File: config.mk
export PLATFORM = sky130hd
export DESIGN_NAME = tile_pixel_mixer
export DESIGN_NICKNAME = d
export VERILOG_FILES = /design/src/rtl/tmnt_pkg.sv /design/src/rtl/tile_prio_sel.sv /design/src/rtl/tile_pixel_mixer.sv
export SDC_FILE = /design/constraint.sdc
export NUM_CORES = 1
export LEC_CHECK = 0
export BUFFER_PORTS_ARGS = -buffer_cell sky130_fd_sc_hd__buf_2
export CORE_ASPECT_RATIO = 1.25
export CORE_MARGIN = 2
export CORE_UTILIZATION = 51
export CTS_CLUSTER_DIAMETER = 30
export DETAILED_ROUTE_END_ITERATION = 7
export GPL_ROUTABILITY_DRIVEN = 0
export PLACE_DENSITY = 0.79
export SLEW_MARGIN = 20
export SYNTH_ARGS = -nofsm -noshare
export SYNTH_HDL_FRONTEND = slang
export SYNTH_SLANG_ARGS = --single-unit
File: constraint.sdc
create_clock -name clk_24M -period 1.4 [get_ports clk_24M]
set_input_delay 0.28 -clock clk_24M [delete_from_list [all_inputs] [get_ports clk_24M]]
set_output_delay 0.28 -clock clk_24M [all_outputs]
set_load 0.01 [all_outputs]
File: src/rtl/tmnt_pkg.sv
// Shared types and constants for the tile/sprite pixel mixer.
// SRC tags, control-register reset value and the clear-pixel nibble.
package tmnt_pkg;

    typedef enum logic [2:0] {
        SRC_BACK = 3'd0,
        SRC_FIX  = 3'd1,
        SRC_A    = 3'd2,
        SRC_B    = 3'd3,
        SRC_OBJ  = 3'd4
    } src_e;

    // Control: [0] PRIO, [1] A en, [2] B en, [3] FIX en
    localparam logic [3:0] CTRL_RST  = 4'b1110;
    localparam logic [3:0] PIX_CLEAR = 4'h0;

    typedef struct packed {
        logic [11:0] a;
        logic [11:0] b;
        logic [11:0] obj;
        logic [7:0]  fix;
        logic        t_a;
        logic        t_b;
        logic        t_fix;
        logic        t_obj;
        logic        obj_pri;
        logic        prio;
        logic        nblk;
    } st1_t;

    localparam st1_t ST1_RST = '{
        a: 12'h000, b: 12'h000, obj: 12'h000,
        fix: 8'h00,
        t_a: 1'b1, t_b: 1'b1,
        t_fix: 1'b1, t_obj: 1'b1,
        obj_pri: 1'b0, prio: 1'b0,
        nblk: 1'b0
    };

    function automatic logic is_clear(
        input logic [3:0] pix
    );
        return pix == PIX_CLEAR;
    endfunction

endpackage

File: src/rtl/tile_prio_sel.sv
// Combinational layer ranking: picks the highest opaque candidate.
// Order: FIX > OBJ(pri=0) > first > OBJ(pri=1) > second, PRIO swaps A/B.
module tile_prio_sel
    import tmnt_pkg::*;
(
    input  logic [11:0] back_i,
    input  logic [11:0] fix_i,
    input  logic [11:0] a_i,
    input  logic [11:0] b_i,
    input  logic [11:0] obj_i,
    input  logic        t_fix_i,
    input  logic        t_a_i,
    input  logic        t_b_i,
    input  logic        t_obj_i,
    input  logic        prio_i,
    input  logic        obj_pri_i,
    output logic [11:0] col_o,
    output src_e        src_o
);

    logic [11:0] hi_code;
    logic [11:0] lo_code;
    logic        hi_t;
    logic        lo_t;
    src_e        hi_src;
    src_e        lo_src;

    always_comb begin
        hi_code = a_i;
        hi_t    = t_a_i;
        hi_src  = SRC_A;
        lo_code = b_i;
        lo_t    = t_b_i;
        lo_src  = SRC_B;
        if (prio_i) begin
            hi_code = b_i;
            hi_t    = t_b_i;
            hi_src  = SRC_B;
            lo_code = a_i;
            lo_t    = t_a_i;
            lo_src  = SRC_A;
        end
    end

    always_comb begin
        col_o = back_i;
        src_o = SRC_BACK;
        if (!t_fix_i) begin
            col_o = fix_i;
            src_o = SRC_FIX;
        end else if (!t_obj_i && !obj_pri_i) begin
            col_o = obj_i;
            src_o = SRC_OBJ;
        end else if (!hi_t) begin
            col_o = hi_code;
            src_o = hi_src;
        end else if (!t_obj_i && obj_pri_i) begin
            col_o = obj_i;
            src_o = SRC_OBJ;
        end else if (!lo_t) begin
            col_o = lo_code;
            src_o = lo_src;
        end
    end

endmodule

File: src/rtl/tile_pixel_mixer.sv
// Two-stage pixel mixer with vblank-deferred control register.
// Sprite layer participates only when OBJ_LAYER_EN is defined.
module tile_pixel_mixer
    import tmnt_pkg::*;
(
    input  logic        clk_24M,
    input  logic        rst,
    input  logic        ce_6M,
    input  logic [11:0] DSA,
    input  logic [11:0] DSB,
    input  logic [7:0]  DFI,
    input  logic [11:0] OBJ,
    input  logic        OBJ_PRI,
    input  logic        NBLK,
    input  logic        NVBL,
    input  logic        cpu_wr,
    input  logic [3:0]  cpu_din,
    output logic [11:0] COL,
    output logic [2:0]  SRC
);

    logic [3:0]  pend_q, pend_d;
    logic [3:0]  act_q, act_d;
    logic        nvbl_q;
    logic        vbl_fall;
    st1_t        s1_q, s1_d;
    logic [11:0] col_q, col_d;
    src_e        src_q, src_d;
    logic [11:0] sel_col;
    src_e        sel_src;
    logic        obj_clear;

    assign vbl_fall = nvbl_q & ~NVBL;

    // A write on the fall edge goes straight through to active.
    always_comb begin
        pend_d = pend_q;
        act_d  = act_q;
        if (cpu_wr) begin
            pend_d = cpu_din;
        end
        if (vbl_fall) begin
            act_d = pend_d;
        end
    end

`ifdef OBJ_LAYER_EN
    assign obj_clear = is_clear(OBJ[3:0]);
`else
    assign obj_clear = 1'b1;
`endif

    always_comb begin
        s1_d = s1_q;
        if (ce_6M) begin
            s1_d.a       = DSA;
            s1_d.b       = DSB;
            s1_d.obj     = OBJ;
            s1_d.fix     = DFI;
            s1_d.t_a     = is_clear(DSA[3:0]) | ~act_q[1];
            s1_d.t_b     = is_clear(DSB[3:0]) | ~act_q[2];
            s1_d.t_fix   = is_clear(DFI[3:0]) | ~act_q[3];
            s1_d.t_obj   = obj_clear;
            s1_d.obj_pri = OBJ_PRI;
            s1_d.prio    = act_q[0];
            s1_d.nblk    = NBLK;
        end
    end

    tile_prio_sel u_sel (
        .back_i    (12'h000),
        .fix_i     ({4'h0, s1_q.fix}),
        .a_i       (s1_q.a),
        .b_i       (s1_q.b),
        .obj_i     (s1_q.obj),
        .t_fix_i   (s1_q.t_fix),
        .t_a_i     (s1_q.t_a),
        .t_b_i     (s1_q.t_b),
        .t_obj_i   (s1_q.t_obj),
        .prio_i    (s1_q.prio),
        .obj_pri_i (s1_q.obj_pri),
        .col_o     (sel_col),
        .src_o     (sel_src)
    );

    always_comb begin
        col_d = col_q;
        src_d = src_q;
        if (ce_6M) begin
            col_d = 12'h000;
            src_d = SRC_BACK;
            if (s1_q.nblk) begin
                col_d = sel_col;
                src_d = sel_src;
            end
        end
    end

    always_ff @(posedge clk_24M) begin
        if (rst) begin
            pend_q <= CTRL_RST;
            act_q  <= CTRL_RST;
            nvbl_q <= 1'b0;
            s1_q   <= ST1_RST;
            col_q  <= 12'h000;
            src_q  <= SRC_BACK;
        end else begin
            pend_q <= pend_d;
            act_q  <= act_d;
            nvbl_q <= NVBL;
            s1_q   <= s1_d;
            col_q  <= col_d;
            src_q  <= src_d;
        end
    end

    assign COL = col_q;
    assign SRC = src_q;

endmodule

==> flow_summary_export.csv, run 1 <==
group,metric,value,unit
run_status,status,"completed",
finish,final_cells,362,
placement,dp_cells,346,
floorplan,die-area,5289,um2
placement,port_buffers,55,
setup_path,startpoint_type,"flip-flop",
finish,drive_above_1_share,29.61,%
placement,dp_hpwl,3531,um
timing,timing.fmax,774.9,MHz
logic_synthesis,synthTopCellsByArea,"dfxtp_1 50%, mux2i_1 17%, nor2_1 6.1%",
floorplan,die_w,65.45,um
grt,grt.met2_usage,36.12,%
grt,grt_busiest_layer,"met2",
detailed_routing,vias_per_cell,5.229,
clock_tree,htree_levels,3,
logic_synthesis,ys_types,27,
min_path,whs_path_depth,2,
grt,grt_max_degree,46,
detailed_routing,wl_per_cell,13.89,um
finish,final_util,65.71,%
setup_path,critPathMaxFanout,8,
detailed_routing,first_iter_violations,91,
clock_tree,hold_buffers,0,
timing,slew_violations,0,
logic_synthesis,syn_nets,297,
finish,fill_cells,399,
logic_synthesis,yosysTopAreaCell,"dfxtp_1",
pwr,powerDensity,1234,nW/um2
detailed_routing,vias,1893,
floorplan,core_area,4459,um2
logic_synthesis,ys_ff_latch,60,
pwr,p_leak,1.341,nW
detailed_routing,drc,0,
logic_synthesis,synth_area,2407,um2
timing,min_period,1290,ps
grt,grt_remaining_overflow,0,
setup_path,critPathCaptureType,"flip-flop",
grt,antenna_found_initial,0,
timing,rsz0062_at_grt,"false",
setup_path,crit_chain,"nor2b_4 -> nor2_4 -> a221oi_1 -> o21ai_1",
clock_tree,clk_pin_slew_worst_paths,60,ps
pwr,irDropWorstVdd,683.4,uV
clock_tree,clock_path_buffers,2,
detailed_routing,first_pass_iters,4,
logic_synthesis,synthCells,242,
detailed_routing,routed_wl,5027,um
setup_path,crit_path_max_incr_delay,390,ps
logic_synthesis,synth-seq-area-share,49.90,%
clock_tree,cts_buffers,9,
grt,first_global_vias,1875,
finish,final_cell_mix,"60 x dfxtp_1, 55 x buf_2, 42 x mux2i_1",
floorplan,pin_count,70,
min_path,hold_path_class,"input port to flip-flop",
grt,grt_pass1_wl,8445,um
logic_synthesis,ys_warn_count,0,
floorplan,initial_core_util,53.98,%
clock_tree,cts_tree,"built",
clock_tree,ctsRootBufferMaster,"clkbuf_8",
detailed_routing,ant_nets,0,
logic_synthesis,postSynthAreaPerCell,9.948,um2
timing,fin_crit_sh,92.17,%
finish,nets,354,
timing,finalSetupViolCount,0,
clock_tree,cts.repair.resized,0,
grt,grt_util_met3,6.233,%
timing,hold_viol,0,
finish,regArea,1201,um2
grt,grt_use_met1,24.93,%
setup_path,reg2reg_depth,4,
setup_path,critical-path-slowest-cell,"dfxtp_1",
logic_synthesis,synth_top_area_share,49.90,%
floorplan,rows,27,
setup_path,worstSetupPathType,"flip-flop to flip-flop",
setup_path,cp.arrival,1500,ps
finish,multi_input_area,1119,um2
timing,setup-tns-final,0,ps
run,max_cap_violations,0,
clock_tree,clk_latency,330,ps
clock_tree,cts.sinks,60,
finish,antenna_cells,0,
pwr,power,3.615,mW
finish,final_common_cell,"dfxtp_1",
clock_tree,postCtsSetupRepairBufs,0,
timing,finalClockSkew,6.008,ps
setup_path,required,1610,ps
grt,gr-usage-all-layers,21.48,%
finish,synthToLayoutAreaGrowth,21.73,%
floorplan,die_height,80.82,um
## power breakdown
part           total [mW]  internal (mW)  switching (mW)
Clock                1.39          0.787           0.599
Combinational       0.383          0.181           0.202
Sequential           1.85           1.79          0.0555
Total                3.61           2.76           0.856
## kinds of logic after synthesis
| family | Yosys count | synth area share (%) |
|---|---|---|
| AO/OA/AOI/OAI | 41 | 13.67 |
| buffers and inverters | 18 | 3.639 |
| multiplexers | 42 | 17.46 |
| other | 1 | 0.1558 |
| AND/OR/NAND/NOR | 80 | 15.18 |
| flip-flops | 60 | 49.90 |
## final timing paths
kind / from / endpoint / slack [ps]
max: s1_q[1] / COL[1] / 110
min: NVBL / nvbl_q / 180
max reg2reg: s1_q[1] / COL[1] / 110
min reg2reg: COL[11] / COL[11] / 450
## routing by layer
layer  part of all wire, %  wire, um  up-vias
met3                   4.6       233        5
met4                   1.6        82        0
met5                     0         0        -
li1                      -         -      953
met2                    50      2519       51
met1                    44      2191      884
## synth_stat cells
master and number:
conb_1 1, nor2_2 1, o41ai_1 1, a211oi_2 5, a221oi_1 3, dfxtp_1 60, nor2_1 39, and2_1 2
clkbuf_1 7, nor2b_4 1, o21ai_1 8, o21ai_0 10, buf_4 4, a21oi_4 1, nand2_1 22, a221oi_2 5
nand2b_1 7, inv_2 1, or4_1 2, inv_1 2, buf_2 4, a21oi_1 4, nand3_1 2, nor2b_1 2
mux2i_1 42, o211ai_1 4, nor2_4 2
## worst max-delay path, delay by kind of cell, from the launching register on
family	cells	cell delay, ps
DFF	1	390
and+or+nand+nor	2	330
AOI/OAI and AO/OA	2	460
## flip-flops by register name (all words and copies together) (netlist names)
| name | flops |
|---|---|
| act_q | 4 |
| COL | 12 |
| s1_q | 37 |
| pend_q | 4 |
| SRC | 2 |
| nvbl_q | 1 |
## stage by stage
| step | hold slack (ps) | worst slack (ps) | cell area [um2] |
|---|---|---|---|
| 2_1_floorplan | 408.2 | 279.6 | 2407 |
| 3_3_place_gp | 431.8 | 119.6 | 2749 |
| 3_5_place_dp | 446.0 | 93.15 | 2749 |
| 4_1_cts | 169.6 | 87.38 | 2930 |
| 5_1_grt | 179.6 | 17.34 | 2930 |
| 6_report | 181.2 | 109.6 | 2930 |
## cell type report
| class | instances | share of cell area (%) |
|---|---|---|
| repair buffers | 61 | 11.78 |
| clock inverters | 1 | 0.1708 |
| clock buffers | 15 | 6.020 |
| multi-input cells | 164 | 38.17 |
| well taps | 58 | 2.477 |
| flip-flops and latches | 60 | 40.99 |
| inverters | 3 | 0.3843 |
(Power assumes the default switching activity.)
==> run 2: changes to the inputs <==
--- a/config.mk
+++ b/config.mk
@@ -8,12 +8,13 @@
 export BUFFER_PORTS_ARGS = -buffer_cell sky130_fd_sc_hd__buf_2
 export CORE_ASPECT_RATIO = 1.25
 export CORE_MARGIN = 2
-export CORE_UTILIZATION = 51
+export CORE_UTILIZATION = 55
 export CTS_CLUSTER_DIAMETER = 30
 export DETAILED_ROUTE_END_ITERATION = 7
 export GPL_ROUTABILITY_DRIVEN = 0
-export PLACE_DENSITY = 0.79
+export PLACE_DENSITY = 0.8
 export SLEW_MARGIN = 20
 export SYNTH_ARGS = -nofsm -noshare
 export SYNTH_HDL_FRONTEND = slang
+export SYNTH_HIERARCHICAL = 1
 export SYNTH_SLANG_ARGS = --single-unit
==> run 2 against run 1 <==
The flow now finishes with violations (setup timing). Largest power group unchanged. Synthesized cell count up 45%. Critical path type unchanged. Sequential cell count up 14. Die area up 25%. Register-to-register slack worse by 390 ps. Non-clock buffer count up 36. Via count up 47%. Clock-buffer cell count down 4. Hold slack worse by 10 ps. Global-route usage up 1.8 points. Final cell count up 43%. Highest routed layer unchanged. Sequential power up 23%.
==> flow_summary_export.csv, run 2 <==
group,metric,value,unit
placement,dpl_cell_area,3774,um2
clock_tree,hold_buffers,0,
timing,setup_slack,-281.5,ps
detailed_routing,drc,0,
run_status,status,"complete, but fails checks",
logic_synthesis,ys_async_sr_fraction,0,%
grt,grt.met2_usage,39.71,%
logic_synthesis,synth_edf_count,0,
logic_synthesis,ys_warn_count,6,
pwr,switching_share,24.43,%
finish,final_common_cell,"dfxtp_1",
detailed_routing,ant_nets,0,
clock_tree,clk_pin_slew_worst_paths,80,ps
logic_synthesis,ys_ff_latch,74,
logic_synthesis,synthTopCellsByArea,"dfxtp_1 45%, mux2i_1 16%, nor2_1 7.6%",
logic_synthesis,synthCells,352,
floorplan,die_w,73.08,um
floorplan,rows,31,
setup_path,cp.arrival,1910,ps
pwr,p_int,3.648,mW
detailed_routing,routed_wl,7555,um
setup_path,critPathMaxFanout,5,
clock_tree,clk_latency,340,ps
detailed_routing,wl_per_cell,14.61,um
clock_tree,clock_path_buffers,2,
floorplan,pin_count,70,
finish,nets,502,
grt,antenna_found_initial,0,
logic_synthesis,yosysMostFrequentCell,"dfxtp_1",
logic_synthesis,postSynthAreaPerCell,9.320,um2
finish,antenna_cells,0,
pwr,p_switching,1.179,mW
grt,grt_max_degree,40,
grt,grt_busiest_layer,"met2",
placement,dp_cells,493,
pwr,p_leak,1.891,nW
pwr,irDropWorstVdd,849.1,uV
pwr,seq_power_share,47.1,%
clock_tree,cts_tree,"built",
floorplan,die_height,90.35,um
timing,hold_viol,0,
finish,final_cell_mix,"71 x dfxtp_1, 70 x buf_2, 66 x nor2_1",
pwr,clock_power_share,38.5,%
logic_synthesis,synth-seq-area-share,45.16,%
grt,first_global_vias,2709,
pwr,power,4.827,mW
clock_tree,htree_levels,3,
setup_path,required,1630,ps
floorplan,initial_core_util,56.77,%
logic_synthesis,synth_commonest_cells,"74 x dfxtp_1, 66 x nor2_1, 52 x mux2i_1, 22 x a21oi_1, 21 x nor2b_1",
setup_path,critPathCaptureType,"flip-flop",
setup_path,startpoint_type,"flip-flop",
finish,final_util,71.08,%
placement,port_buffers,69,
setup_path,worstSetupPathType,"flip-flop to flip-flop",
logic_synthesis,yosysTopAreaCell,"dfxtp_1",
timing,slew_violations,0,
timing,finalSetupViolCount,12,
finish,drive_above_1_share,29.27,%
logic_synthesis,ys.flop_type,"dfxtp_1",
timing,maxSlewHeadroom,21.70,%
detailed_routing,first_iter_violations,209,
finish,regArea,1485,um2
pwr,powerDensity,1175,nW/um2
finish,final_cells,517,
logic_synthesis,ys_types,37,
clock_tree,cts.sinks,74,
run,max_cap_violations,0,
logic_synthesis,synth_top_area_share,45.16,%
timing,fin_crit_sh,120.1,%
grt,grt_util_met3,5.804,%
placement,pre_cts_ws,-210.2,ps
detailed_routing,vias_per_cell,5.377,
clock_tree,cts_buffers,9,
min_path,hold_path_class,"input port to flip-flop",
placement,dp_hpwl,5080,um
grt,grt_remaining_overflow,0,
timing,finalClockSkew,5.922,ps
clock_tree,ctsRootBufferMaster,"clkbuf_8",
timing,min_period,1681,ps
finish,top_register,"s1_q",
timing,holdWs,171.0,ps
finish,synthToLayoutAreaGrowth,25.21,%
timing,rsz0062_at_grt,"true",
floorplan,core_area,5779,um2
floorplan,die-area,6603,um2
detailed_routing,first_pass_iters,4,
run_status,failed_checks,"setup timing",
finish,finalInstanceArea,4108,um2
finish,largest_reg_flops,50,
finish,fill_cells,439,
grt,grt_use_met1,27.29,%
pwr,combPwrFrac,14.4,%
timing,setup-tns-final,-2576,ps
timing,timing.fmax,594.7,MHz
logic_synthesis,synth_area,3281,um2
finish,multi_input_area,1650,um2
detailed_routing,vias,2780,
timing,worstMarginPinSlew,1174,ps
grt,gr-usage-all-layers,23.28,%
grt,grt_pass1_wl,12100,um
==> run 2: changes by cell type in the layout (fill, tap and decap cells not counted), moves of 9 or more <==
cell | previous run | this run
nor2_1 | 39 | 66
nor2b_1 | 2 | 21
a21oi_1 | 4 | 20
conb_1 | 1 | 17
nand2_1 | 22 | 6
buf_2 | 55 | 70
buf_4 | 4 | 18
o22ai_1 | 0 | 13
a21oi_2 | 0 | 12
dfxtp_1 | 60 | 71
mux2i_1 | 42 | 52
o221a_1 | 0 | 10
inv_1 | 2 | 11
==> run 2: worst max-delay path: stages (launching register included) <==
cell and delay (ps):
dfxtp_2 320, a21boi_1 140, or4b_4 510, buf_6 150
o221a_1 250, a21oi_2 140, nor2_1 60
==> run 2: area by class of cell <==
class	count	share of cell area, %
Timing Repair Buffer	97	15.14
Sequential cell	74	36.16
Inverter	11	1.005
Clock buffer	11	3.686
Tap cell	66	2.010
Multi-Input combinational cell	254	40.18
Clock inverter	4	1.828
==> run 2: power groups by stage <==
stage          sequential [mW]  clock, mW  combinational [mW]
2_1_floorplan             2.31          0               0.459
3_3_place_gp              2.31          0               0.627
3_5_place_dp              2.32          0               0.646
4_1_cts                   2.27       1.89               0.652
5_1_grt                   2.28       1.97               0.765
6_report                  2.27       1.86               0.696
==> run 2: routing by layer <==
metal,part of all wire [%],up-vias
li1,-,1385
met1,42,1287
met2,51,90
met3,4.8,18
met4,2.5,0
met5,0,-
==> run 2: timing repair <==
action	CTS	global route
resized for setup	1	13
setup buffers	0	7
pin swaps	1	13
gates cloned	0	2
endpoints found under the setup margin	11	12
==> run 2: worst paths after layout <==
path              cells past startpoint        end       from  slack, ps
hold reg to reg                       2  pend_q[3]  pend_q[3]        490
setup reg to reg                      6    COL[10]    s1_q[1]       -280
setup / recovery                      6    COL[10]    s1_q[1]       -280
hold / removal                        3   s1_q[11]     DFI[4]        170
==> run 2: cell families after synthesis <==
logic type	Yosys count	synth area share, %
other	2	0.2289
muxes	52	15.87
DFF	74	45.16
and+or+nand+nor	120	17.66
AOI/OAI and AO/OA	65	14.11
buffers and inverters	39	6.979
==> run 3: changes to the inputs <==
--- a/config.mk
+++ b/config.mk
@@ -5,11 +5,13 @@
 export SDC_FILE = /design/constraint.sdc
 export NUM_CORES = 1
 export LEC_CHECK = 0
+export ABC_CLOCK_PERIOD_IN_PS = 1600
 export BUFFER_PORTS_ARGS = -buffer_cell sky130_fd_sc_hd__buf_2
 export CORE_ASPECT_RATIO = 1.25
 export CORE_MARGIN = 2
 export CORE_UTILIZATION = 55
 export CTS_CLUSTER_DIAMETER = 30
+export CTS_CLUSTER_SIZE = 12
 export DETAILED_ROUTE_END_ITERATION = 7
 export GPL_ROUTABILITY_DRIVEN = 0
 export PLACE_DENSITY = 0.8
==> constraint.sdc (replaced) <==
create_clock -name clk_24M -period 1.6 [get_ports clk_24M]
set_input_delay 0.32 -clock clk_24M [delete_from_list [all_inputs] [get_ports clk_24M]]
set_output_delay 0.32 -clock clk_24M [all_outputs]
set_load 0.01 [all_outputs]
==> run 3 against run 2 <==
The run still ends with setup timing left. Worst setup slack gained 260 ps. Sequential power shrank 12%. Utilization shrank 2.2 points. Clock skew grew 3.4 ps. Wire length shrank 2.9%. Largest cell class unchanged.
==> flow_summary_export.csv, run 3 (synthesized netlist as in run 2, its figures left out) <==
group,metric,value,unit
detailed_routing,first_iter_violations,177,
grt,grt_busiest_layer,"met2",
setup_path,reg2reg_depth,6,
floorplan,die-area,6603,um2
floorplan,initial_core_util,56.77,%
grt,grt_use_met1,28.40,%
finish,final_common_cell,"dfxtp_1",
floorplan,die_w,73.08,um
placement,pre_cts_ws,-42.99,ps
grt,grt_remaining_overflow,0,
finish,synthToLayoutAreaGrowth,21.32,%
clock_tree,clk_pin_slew_worst_paths,80,ps
detailed_routing,wl_per_cell,14.56,um
finish,final_util,68.87,%
finish,finalInstanceArea,3980,um2
timing,slew_violations,0,
clock_tree,clk_latency,350,ps
timing,setup_slack,-17.25,ps
detailed_routing,vias,2719,
placement,port_buffers,69,
timing,setup-tns-final,-21.80,ps
grt,grt_max_degree,54,
timing,worstMarginPinSlew,1179,ps
pwr,powerDensity,1061,nW/um2
floorplan,rows,31,
grt,gr-usage-all-layers,22.98,%
finish,nets,488,
run_status,failed_checks,"setup timing",
finish,final_cell_mix,"73 x dfxtp_1, 68 x buf_2, 66 x nor2_1",
placement,dp_hpwl,4957,um
pwr,power,4.222,mW
clock_tree,postCtsSetupRepairBufs,0,
setup_path,critPathMaxFanout,7,
pwr,irDropWorstVdd,836.4,uV
timing,min_period,1617,ps
clock_tree,clock_path_buffers,2,
clock_tree,hold_buffers,0,
clock_tree,cts_tree,"built",
grt,grt_pass1_wl,11700,um
finish,antenna_cells,0,
timing,fin_crit_sh,101.1,%
clock_tree,cts_buffers,9,
setup_path,worstSetupPathType,"flip-flop to flip-flop",
setup_path,crit_path_max_incr_delay,500,ps
timing,finalClockSkew,9.314,ps
setup_path,critPathCaptureType,"flip-flop",
run,max_cap_violations,0,
finish,largest_reg_flops,50,
timing,rsz0062_at_grt,"true",
floorplan,pin_count,70,
min_path,hold_path_class,"input port to flip-flop",
setup_path,cp.arrival,1860,ps
grt,first_global_vias,2512,
setup_path,startpoint_type,"flip-flop",
setup_path,required,1840,ps
run_status,status,"complete, but fails checks",
detailed_routing,drc,0,
detailed_routing,vias_per_cell,5.395,
timing,finalSetupViolCount,3,
floorplan,core_area,5779,um2
placement,dpl_cell_area,3702,um2
clock_tree,htree_levels,3,
timing,maxSlewHeadroom,21.43,%
grt,grt_util_met3,6.808,%
pwr,p_leak,1.821,nW
timing,timing.fmax,618.3,MHz
timing,hold_viol,0,
grt,antenna_found_initial,0,
detailed_routing,routed_wl,7336,um
min_path,whs_path_depth,2,
floorplan,die_height,90.35,um
setup_path,crit_chain,"a21boi_4 -> or4b_4 -> buf_6 -> o221a_1 -> a21oi_2 -> nor2_1",
detailed_routing,ant_nets,0,
grt,grt.met2_usage,36.49,%
finish,top_register,"s1_q",
setup_path,critical-path-slowest-cell,"or4b_4",
clock_tree,cts.sinks,74,
clock_tree,ctsRootBufferMaster,"clkbuf_8",
detailed_routing,first_pass_iters,4,
finish,drive_above_1_share,26.26,%
## run 3: through the flow
stage               hold slack (ps)  std cells
floorplan                     442.2        367
global placement              474.7        487
detailed placement            481.0        487
CTS                           190.1        503
global route                  193.7        504
finish                        200.7        504
## run 3: report_power, final
group	switching, mW	total, mW	internal (mW)
Combinational	0.293	0.565	0.272
Sequential	0.0547	1.99	1.94
Clock	0.664	1.67	1.00
## run 3: area by class of cell
cell class,count,area (um2)
Multi-Input combinational cell,255,1654
Inverter,11,41.29
Tap cell,66,82.58
Clock inverter,4,72.57
Clock buffer,12,165.2
Timing Repair Buffer,82,481.7
Fill cell,445,1799
Sequential cell,74,1483
## run 3: per-layer routing
layer / share of wire, % / vias to the layer above / wire length, um
li1: - / 1361 / -
met1: 43 / 1260 / 3134
met2: 49 / 80 / 3623
met3: 4.9 / 18 / 360
met4: 3.0 / 0 / 218
met5: 0 / - / 0
## run 3: final timing paths
check / start / endpoint / slack [ps]
worst max register to register: s1_q[1] / COL[1] / -20
worst min-delay path: NVBL / nvbl_q / 200
worst max-delay path: s1_q[1] / COL[1] / -20
worst min register to register: s1_q[15] / s1_q[15] / 500
## run 3: repair_timing
item                                    CTS  global route
gates resized for setup                   4             6
endpoints found under the hold margin     0             0
pin swaps                                 1            16
gates cloned                              0             1
endpoints found under the setup margin   11            11
## run 3: critical path: cells and delay by family, from the launching register on
family                 cells  cell delay [ps]
and+or+nand+nor            2              540
AOI/OAI and AO/OA          3              500
buffers and inverters      1              150
DFF                        1              320
